`config.mk`:
```
export PLATFORM = sky130hd
export DESIGN_NAME = harmonic_scheduler
export DESIGN_NICKNAME = d
export VERILOG_FILES = /design/src/rtl/harmonic_scheduler_pkg.sv /design/src/rtl/harmonic_scheduler.sv
export SDC_FILE = /design/constraint.sdc
export NUM_CORES = 1
export LEC_CHECK = 0
export CAP_MARGIN = 20
export CORE_MARGIN = 1
export CORE_UTILIZATION = 50
export CTS_CLUSTER_SIZE = 40
export DETAILED_ROUTE_END_ITERATION = 6
export PLACE_DENSITY_LB_ADDON = 0.12
export SLEW_MARGIN = 20
export SYNTH_ARGS = -nofsm -noshare
export SYNTH_HDL_FRONTEND = slang
export SYNTH_SLANG_ARGS = --single-unit
```
`constraint.sdc`:
```
create_clock -name i_Clock -period 5 [get_ports i_Clock]
set_input_delay 1 -clock i_Clock [delete_from_list [all_inputs] [get_ports i_Clock]]
set_output_delay 1 -clock i_Clock [all_outputs]
set_load 0.03 [all_outputs]
```
`src/rtl/harmonic_scheduler_pkg.sv`:
```
// Shared definitions for the additive-oscillator harmonic scheduler
// and the scaled-add adder bench.
package harmonic_scheduler_pkg;

    localparam int HS_DIVISOR_BITS = 11;
    localparam int LEVEL_MAX = (2 ** (HS_DIVISOR_BITS - 1)) - 1;

    typedef enum logic [2:0] {
        S_IDLE,
        S_CLEAR,
        S_LOOKUP,
        S_MAC_START,
        S_MAC_WAIT,
        S_OUTPUT
    } hs_state_t;

    function automatic logic signed [15:0] sat16(
        input logic signed [31:0] v
    );
        if (v > 32'sd32767)
            return 16'sh7fff;
        else if (v < -32'sd32768)
            return 16'sh8000;
        else
            return v[15:0];
    endfunction

endpackage

```
`src/rtl/harmonic_scheduler.sv`:
```
// Walks every harmonic of one output sample through the shared
// scaled-add unit, then saturates the accumulated sum to 16 bits.
module harmonic_scheduler
    import harmonic_scheduler_pkg::*;
#(
    parameter int DIVISOR_BITS  = 11,
    parameter int MAX_HARMONICS = 64,
    parameter int HARM_BITS     = 6,
    parameter int OUTPUT_SHIFT  = 2
) (
    input  logic                           i_Clock,
    input  logic                           i_Reset,
    input  logic                           i_Frame_Start,
    input  logic [HARM_BITS:0]             i_Harmonic_Count,
    input  logic [2:0]                     i_Decay_Shift,
    output logic                           o_Lookup_Req,
    output logic [HARM_BITS-1:0]           o_Harmonic,
    input  logic                           i_Lookup_Valid,
    input  logic signed [15:0]             i_Lookup_Sample,
    output logic                           o_Adder_Clear,
    output logic                           o_Adder_Start,
    output logic signed [DIVISOR_BITS-1:0] o_Adder_Multiple,
    output logic signed [15:0]             o_Adder_Sample,
    input  logic                           i_Adder_Done,
    input  logic signed [31:0]             i_Accumulator,
    output logic signed [15:0]             o_Sample,
    output logic                           o_Sample_Valid,
    output logic                           o_Overrun,
    output logic                           o_Busy
);

    localparam int LW = DIVISOR_BITS - 1;
    localparam logic [LW-1:0] LEVEL_INIT = LW'(LEVEL_MAX);
    localparam logic [HARM_BITS:0] ONE = {{HARM_BITS{1'b0}}, 1'b1};

    hs_state_t state;
    logic [HARM_BITS:0]   count_q;
    logic [2:0]           decay_q;
    logic [HARM_BITS-1:0] index;
    logic [LW-1:0]        level;
    logic                 first_wait;
    logic                 last_harm;
    logic signed [31:0]   shifted;

    assign last_harm = ({1'b0, index} == (count_q - ONE));
    assign shifted   = i_Accumulator >>> OUTPUT_SHIFT;

    always_ff @(posedge i_Clock) begin
        if (i_Reset) begin
            state            <= S_IDLE;
            count_q          <= '0;
            decay_q          <= '0;
            index            <= '0;
            level            <= '0;
            first_wait       <= 1'b0;
            o_Lookup_Req     <= 1'b0;
            o_Harmonic       <= '0;
            o_Adder_Clear    <= 1'b0;
            o_Adder_Start    <= 1'b0;
            o_Adder_Multiple <= '0;
            o_Adder_Sample   <= '0;
            o_Sample         <= '0;
            o_Sample_Valid   <= 1'b0;
            o_Overrun        <= 1'b0;
            o_Busy           <= 1'b0;
        end else begin
            o_Adder_Clear  <= 1'b0;
            o_Adder_Start  <= 1'b0;
            o_Sample_Valid <= 1'b0;
            o_Overrun      <= i_Frame_Start && (state != S_IDLE);
            unique case (state)
                S_IDLE: begin
                    if (i_Frame_Start) begin
                        count_q       <= i_Harmonic_Count;
                        decay_q       <= i_Decay_Shift;
                        index         <= '0;
                        level         <= LEVEL_INIT;
                        o_Adder_Clear <= 1'b1;
                        o_Busy        <= 1'b1;
                        state         <= S_CLEAR;
                    end
                end
                S_CLEAR: begin
                    if (count_q == '0) begin
                        state <= S_OUTPUT;
                    end else begin
                        o_Lookup_Req <= 1'b1;
                        o_Harmonic   <= index;
                        state        <= S_LOOKUP;
                    end
                end
                S_LOOKUP: begin
                    if (i_Lookup_Valid) begin
                        o_Lookup_Req     <= 1'b0;
                        o_Adder_Sample   <= i_Lookup_Sample;
                        o_Adder_Multiple <= {1'b0, level};
                        o_Adder_Start    <= 1'b1;
                        state            <= S_MAC_START;
                    end
                end
                S_MAC_START: begin
                    first_wait <= 1'b1;
                    state      <= S_MAC_WAIT;
                end
                S_MAC_WAIT: begin
                    first_wait <= 1'b0;
                    // done is still high from the previous add on cycle one
                    if (!first_wait && i_Adder_Done) begin
                        if (decay_q != 3'd0)
                            level <= level - (level >> decay_q);
                        index <= index + 1'b1;
                        if (last_harm) begin
                            state <= S_OUTPUT;
                        end else begin
                            o_Lookup_Req <= 1'b1;
                            o_Harmonic   <= index + 1'b1;
                            state        <= S_LOOKUP;
                        end
                    end
                end
                S_OUTPUT: begin
                    o_Sample       <= sat16(shifted);
                    o_Sample_Valid <= 1'b1;
                    o_Busy         <= 1'b0;
                    state          <= S_IDLE;
                end
                default: state <= S_IDLE;
            endcase
        end
    end

endmodule

```
==> results by stage, run 1 <==
Layout:
- Relative to the synthesized area, the layout overhead comes to 33.7%.
- The fraction of final layout cells sized beyond drive strength 1 is 0.0594.
- The finished cells cover 0.00558 mm².
- The net count of the finished layout is 694.
- The filler-free cell count of the finished design is 725.
- The number of antenna cells inserted is 0.

GRT:
- For this run, the total global-route usage over all layers was measured as 0.255.
- The first-pass GRT wire length is 17800 µm.
- The via count of the first global-routing pass is 3869.
- The pin count of the biggest net entering global routing is 48.
- The initial antenna violation count is 0.
- The global-route congestion overflow total is 0.

Floorplanning:
- The initial cell density of the core is 0.530.
- The die extent in x is 93.4 µm.
- The floorplan step defined a die boundary enclosing 0.00873 mm².
- The die extent in y is 93.4 µm.
- The row count is 32.
- In this run the standard cell core region covers 0.00789 mm².
- The I/O pin count is 118.

Logic synthesis:
- The sequential fraction of the synthesis area is 0.403.
- Of the total synthesized cell area, the portion taken by XOR and XNOR cells is 0.0398.
- The compound-cell area share of the yosys netlist is 0.198.
- Of the total synthesized cell area, the portion taken by AND, OR, NAND and NOR gates is 0.232.
- The combinational family with the most area after synthesis is simple AND/OR/NAND/NOR gates.
- The largest area contributor in the netlist is dfxtp_1.
- The number of synthesized flops with an enable pin is 0.
- The number of different library cells in the post-synthesis netlist is 58.
- The synthesized net count is 597.
- Dividing the synthesized area by the synthesized cell count gives 8.02 µm².
- The total number of yosys warnings is 0.
- For this run, asynchronously set or reset flops after synthesis account for 0.
- The share of synthesized area in the top cell type comes to 0.403.
- Of the total synthesized cell area, the portion taken by full adders, half adders and majority gates is 0.0407.
- After synthesis, the share of cell area in mux cells is 0.0419.
- Ranked by total cell area, the synthesized netlist is headed by dfxtp_1, nand2_1, a21oi_1, nor2_1, ha_1.
- The cell count after synthesis came out at 521.
- The most used flip-flop cell after synthesis is dfxtp_1.
- After synthesis the cells add up to 0.00418 mm².
- Synthesis inferred 84 register bits.

Routing:
- Dividing the detail-routed via count by the number of cells gives 5.50.
- The average wire length per cell after detail routing is 14.7 µm.
- Summed over all layers, the routed wires come to 10700 µm.
- Summing over every cut layer, the via total after detailed routing is 3991.
- The post-detailed-route count of antenna-violating nets is 0.
- The first routing iteration left 240 violations.
- In the routed design, unresolved DRC markers number 0.
- The detailed-router iteration count before antenna repair is 4.

Timing:
- The clock skew is 0.0109 ns.
- Setup repair after global routing left no endpoint under its margin.
- The count of pins over their slew limit was 0.
- Setup violations remaining at the end of the flow were counted as 0.
- The top achievable clock speed is 0.314 GHz.
- The aggregate negative setup slack is 0 ns.
- The transition time at the pin with the least slew margin is 1.09 ns.
- Of the available clock period, the critical path in the final layout requires 0.636.
- The hold violation count in the final report is 0.
- The worst pin sits at a relative slew slack of 0.273.
- Subtracting the final worst setup slack from the clock period gives 3.18 ns.

Status:
- The run finished with clean final reports.

Critical path:
- STA classifies the critical path startpoint as a register.
- The classification of the worst setup path is reg -> reg.
- In this design, the stage delay of the slowest critical-path cell is 0.72 ns.
- The critical path goes through mux4_2 -> nand2_1 -> o21ai_0 -> ha_1 -> fa_1 -> nor2b_1 -> o21ai_0 -> nand2b_1 -> a31oi_1 -> xor2_1 -> a311oi_1.
- The launching element of the worst setup path is decay_q[0].
- The element type at the critical path end is a register.
- The required time at the endpoint of the critical path is 5.26 ns.
- The launching point of the worst reg2reg path is decay_q[0].
- The cell that appears most often on the critical path is o21ai_0.
- The data arrival time at the worst-slack endpoint is 3.44 ns.
- The critical-path maximum fanout is 17.
- The standard cell with the maximum stage delay on the critical path is dfxtp_1.

CTS:
- The clock input transition at the sequential cells of the worst setup and hold paths is 0.09 ns.
- The clock latency of the later-clocked register in the worst-skew pair is 0.35 ns.
- TritonCTS created 9 clock buffers.
- The number of buffers inserted to repair setup after CTS is 0.
- Post-CTS repair changed the size of 0 cells.
- The count of hold buffers inserted by post-cts repair is 0.
- In this run the clock root is driven by a clkbuf_8.
- The maximum level of the CTS H-tree is 3.
- TritonCTS built the clock tree.
- No sink is reached through more buffers than the 2 on the longest clock path.
- The total number of clock tree sinks is 84.

Power and ir drop:
- Power spread over the standard cell area amounts to 510 mW/mm².
- Summed over all cells, the static leakage comes to 1.95 nW.
- The largest vdd supply drop is 0.217 mV.

Placed design:
- The congestion estimate from routability-driven global placement came to 0.890.
- The count of buffers added on input and output ports is 114.
- The final HPWL from detailed placement is 7400 µm.
- After detailed placement, the total cell area comes to 0.00534 mm².
- The number of placed cells counting well taps is 708.

Min path:
- The worst hold path belongs to the class reg -> reg.
- In this run the most critical hold path is launched from o_Adder_Sample[4].

Flow run:
- The number of max-capacitance violations reported is 0.
==> area by class of cell <==
cell class	count	area, µm²
Timing Repair Buffer	119	1180
Clock buffer	10	138
Multi-Input combinational cell	393	2320
Clock inverter	6	93.8
Sequential cell	84	1680
Tap cell	102	128
Inverter	11	41.3
Fill cell	650	2300
==> flip-flops by register name, indices dropped and copies added, names as in the netlist <==
name              count
state                 3
decay_q               3
o_Busy                1
level                10
o_Harmonic            6
o_Adder_Clear         1
o_Adder_Start         1
index                 6
o_Adder_Multiple     10
o_Overrun             1
o_Lookup_Req          1
first_wait            1
o_Adder_Sample       16
o_Sample_Valid        1
count_q               7
o_Sample             16
==> cells in the mapped netlist, types with 3 or more instances <==
master,number
o21ai_0,17
or3_1,3
inv_1,11
and3_1,3
a211oi_1,19
nor2b_1,8
nor2_1,51
o22ai_1,3
a311oi_1,7
nand2b_1,7
xnor2_1,9
a21oi_1,57
clkbuf_1,27
nand4_1,4
mux2i_1,13
nand3_1,4
nand2_1,107
nor4_1,4
a211oi_2,5
dfxtp_1,84
nor3_1,11
xor2_1,10
ha_1,12
nand3b_1,3
==> routing by layer <==
metal  GRT usage  up-vias  wire length [µm]
met4      0.0872        0               161
met5           0        -                 0
met2       0.419      141              4900
li1            -     2008                 -
met3      0.0756       15               825
met1       0.318     1827              4770
==> critical path, delay by kind of cell (launching register included) <==
kind	cells	cell delay, ns
AO/OA/AOI/OAI	4	0.59
AND/OR/NAND/NOR	3	0.36
flip-flops	1	0.72
multiplexers	1	0.60
XOR/XNOR	1	0.17
adder cells (fa/ha/maj)	2	0.64
==> cells by family after synthesis <==
group | after synthesis
AOI/OAI and AO/OA | 129
xor gates and xnor gates | 19
adders and majority gates | 13
buffers and inverters | 44
DFF | 84
muxes | 15
other | 1
and+or+nand+nor | 216
==> where the power goes <==
part,switching (mW),internal [mW],total [mW],leakage (nW)
clock network,0.266,0.301,0.567,0.114
logic,0.760,0.586,1.35,1.15
registers,0.147,0.789,0.936,0.683
total,1.17,1.68,2.85,1.95
==> placed cells by master (no fill, tap or decap), types with 3 or more instances in the layout <==
| cell type | synthesis | routed |
|---|---|---|
| nand2b_1 | 7 | 7 |
| nor2b_1 | 8 | 8 |
| inv_1 | 11 | 11 |
| clkdlybuf4s50_1 | 0 | 113 |
| nor4_1 | 4 | 4 |
| a311oi_1 | 7 | 7 |
| inv_6 | 0 | 3 |
| nand3_1 | 4 | 4 |
| or3_1 | 3 | 3 |
| a211oi_2 | 5 | 5 |
| ha_1 | 12 | 12 |
| xor2_1 | 10 | 10 |
| buf_4 | 1 | 4 |
| nand3b_1 | 3 | 3 |
| nor2_1 | 51 | 51 |
| nand4_1 | 4 | 4 |
| and3_1 | 3 | 3 |
| o21ai_0 | 17 | 17 |
| clkbuf_8 | 0 | 10 |
| o22ai_1 | 3 | 3 |
| nor3_1 | 11 | 11 |
| mux2i_1 | 13 | 13 |
| xnor2_1 | 9 | 9 |
| a211oi_1 | 19 | 19 |
| a21oi_1 | 57 | 57 |
| nand2_1 | 107 | 107 |
| dfxtp_1 | 84 | 84 |
==> final timing paths <==
check	endpoint	slack, ns	cells after the start
min reg2reg	o_Adder_Sample[4]	0.46	2
min	o_Adder_Sample[4]	0.46	2
max	level[6]	1.82	11
max reg2reg	level[6]	1.82	11
==> stage by stage <==
step | power, mW | setup slack [ns] | util | hold WS [ns]
3_5_place_dp | 2.26 | 1.86 | 0.677 | 0.447
4_1_cts | 2.84 | 1.88 | 0.707 | 0.460
6_report | 2.85 | 1.82 | 0.708 | 0.457
2_1_floorplan | 1.90 | 2.13 | - | 0.458
3_3_place_gp | 2.21 | 1.94 | 0.677 | 0.441
5_1_grt | 3.06 | 1.63 | 0.708 | 0.487
Note: power is estimated with default switching activity, not from simulation.
==> run 2, diff against run 1 <==
--- a/config.mk
+++ b/config.mk
@@ -7,7 +7,7 @@
 export LEC_CHECK = 0
 export CAP_MARGIN = 20
 export CORE_MARGIN = 1
-export CORE_UTILIZATION = 50
+export CORE_UTILIZATION = 48
 export CTS_CLUSTER_SIZE = 40
 export DETAILED_ROUTE_END_ITERATION = 6
 export PLACE_DENSITY_LB_ADDON = 0.12
==> constraint.sdc (replaced) <==
create_clock -name i_Clock -period 3.09 [get_ports i_Clock]
set_input_delay 0.618 -clock i_Clock [delete_from_list [all_inputs] [get_ports i_Clock]]
set_output_delay 0.618 -clock i_Clock [all_outputs]
set_load 0.03 [all_outputs]
==> results by stage, run 2 (synthesis gave the netlist of run 1 again) <==
Critical path:
- The buffer and inverter count on the worst path is 0.
- Grouping stages by cell kind, the critical path spends the most delay in compound AO/OA/AOI/OAI gates.
- By instance count, the cell type seen most on the critical path is a21oi_1.
- The worst setup path is of the reg -> reg kind.
- The worst setup path is captured at a register.
- The critical-path maximum fanout is 17.
- The critical path goes through mux2i_1 -> a21oi_1 -> a21oi_1 -> ha_1 -> nor2b_1 -> o21a_1 -> o21ai_0 -> a21oi_1 -> xnor2_1 -> a311oi_1.
- The largest stage delay on the critical path is 0.56 ns.
- The data arrival time at the worst-slack endpoint is 3.12 ns.
- The kind of start point of the critical path is a register.
- On the critical path, the stage with the largest delay is an instance of dfxtp_2.
- The required time at the endpoint of the critical path is 3.37 ns.

Routing:
- The detailed-route wire length is 10500 µm.
- The post-detailed-route count of antenna-violating nets is 0.
- The detailed router finished its first iteration with 134 violations.
- After detailed routing, the number of remaining DRC violations is 0.
- The number of vias in the routed layout is 3992.
- Dividing the detail-routed wire length by the instance count gives 14.3 µm.
- Before antenna repair, the detailed router went through 4 iterations.
- The detailed-route vias per instance is 5.42.

Flow run:
- The tool flagged a number of max-cap violations equal to 0.

Layout:
- The most frequent standard cell in the layout excluding fill and tap cells is clkdlybuf4s50_1.
- Summing all non-filler instances in the final layout gives an area of 0.00560 mm².
- The area of all sequential standard cells is 0.00168 mm².
- The filler cells instantiated in the layout total 701.
- In the layout the commonest cells are clkdlybuf4s50_1, nand2_1, dfxtp_1, a21oi_1, nor2_1.
- Once layout is complete, the cells apart from fillers number 736.
- The multi-input combinational cells in the finished layout cover a total of 0.00232 mm².
- Relative to the synthesized area, the layout overhead comes to 34.0%.
- The fraction of final layout cells sized beyond drive strength 1 is 0.0729.
- The repair_antennas step left the layout with diodes totalling 0.
- The net count of the finished layout is 702.
- In the final layout, the registers with the most flip-flops are o_Adder_Sample: 16 flops, o_Sample: 16 flops.

Status:
- The flow ran to the end, and the final reports show no timing, DRC or antenna violations.

GRT:
- The pin count of the biggest net entering global routing is 47.
- Global routing finished with a remaining overflow of 0.
- The total global-route track usage is 0.235.
- The first-pass GRT wire length is 17000 µm.
- The via count of the first global-routing pass was 3708.
- The initial antenna violation count is 0.

Floorplanning:
- The area of the die is 0.00908 mm².
- The die is 95.3 µm wide.
- The floorplan step set the die height to 95.3 µm.
- In this run the core area contains 33 standard-cell rows.
- The placeable core region is 0.00830 mm².
- The initial cell density of the core is 0.503.
- For this design the top-level I/O count stands at 118.

Placed design:
- The number of placed cells counting well taps is 720.
- The minimum setup slack after placement is 0.119 ns.
- The weighted congestion at the end of routability-driven global placement is 0.833.
- In this run the tool buffered the top-level ports with 114 buffer cells.
- The post-place instance area is 0.00541 mm².
- Summed over all nets, the half-perimeter wirelength after detailed placement is 7690 µm.

Timing:
- Setup repair after global routing left no endpoint under its margin.
- Setup violations remaining at the end of the flow were counted as 0.
- The hold violation count in the final report came to 0.
- The clock skew is 0.0174 ns.
- The top achievable clock speed is 0.353 GHz.
- The post-layout worst setup margin is 0.257 ns.
- The count of pins over their slew limit is 0.
- Adding up every negative setup slack in the final design gives 0 ns.
- For the pin with the worst max-slew slack, the measured transition is 0.851 ns.
- The shortest period the worst path allows is 2.83 ns.
- Headroom to the max-slew limit came out at 0.433.
- The share of the clock period used by the worst path is 0.917.

CTS:
- The number of buffers inserted to repair setup after CTS is 0.
- The clock input transition at the sequential cells of the worst setup and hold paths is 0.10 ns.
- The library cell used as clock root buffer is clkbuf_8.
- The total number of clock tree sinks is 84.
- After clock tree synthesis, the repair step resized 0 gates.
- The clock latency of the later-clocked register in the worst-skew pair is 0.36 ns.
- In this run the deepest clock path goes through 2 buffers.
- CTS built an H-tree with a depth of 3.
- The total CTS buffers is 9.
- The CTS tree is built.
- For this design, the CTS-stage hold fixing added 0 buffers.

Min path:
- The tightest min-delay check is of the reg -> reg type.

Power and ir drop:
- Across the VDD grid, the largest voltage drop is 0.628 mV.
- Summed over all cells, the static leakage comes to 1.96 nW.
- In this run the power density over the cells is 792 mW/mm².
run 2: cell count changes in the layout (fill, tap and decap cells not counted), sizes merged:
cell and delta:
inv -1, bufinv -2, buf +8, clkbuf -1
clkinv +3, clkinvlp +1
run 2: routing by layer:
layer,vias up,global-route usage,wire (µm)
li1,2023,-,-
met1,1858,0.293,4510
met2,98,0.408,5330
met3,13,0.0494,530
met4,0,0.0644,113
met5,-,0,0
run 2: where the power goes:
part           switching (mW)  internal [mW]
clock                   0.429          0.302
combinational            1.23          0.973
sequential              0.223           1.28
total                    1.88           2.55
run 2: area by class of cell:
| cell class | count | share of cell area |
|---|---|---|
| Clock inverter | 7 | 0.0105 |
| Clock buffer | 9 | 0.0221 |
| Multi-Input combinational cell | 393 | 0.415 |
| Tap cell | 105 | 0.0235 |
| Inverter | 11 | 0.00738 |
| Sequential cell | 84 | 0.301 |
| Timing Repair Buffer | 127 | 0.220 |
run 2: through the flow:
step	util	total power, mW	hold WS, ns
2_1_floorplan	-	3.07	0.458
3_3_place_gp	0.652	3.64	0.442
3_5_place_dp	0.652	3.71	0.449
4_1_cts	0.674	4.45	0.463
5_1_grt	0.674	4.75	0.477
6_report	0.674	4.43	0.460
run 2: worst reg2reg max path: cells and delay by family (launching register included):
family          cells  cell delay, ns
xor+xnor            1            0.16
fa+ha+maj           1            0.27
compound gates      6            1.32
simple gates        1            0.13
flops               1            0.56
mux                 1            0.33
run 2: final timing paths:
path	from	depth (start not counted)	to	slack, ns
worst max register to register	decay_q[1]	10	level[5]	0.26
worst min register to register	o_Adder_Multiple[9]	2	o_Adder_Multiple[9]	0.46
worst max-delay path	decay_q[1]	10	level[5]	0.26
worst min-delay path	o_Adder_Multiple[9]	2	o_Adder_Multiple[9]	0.46
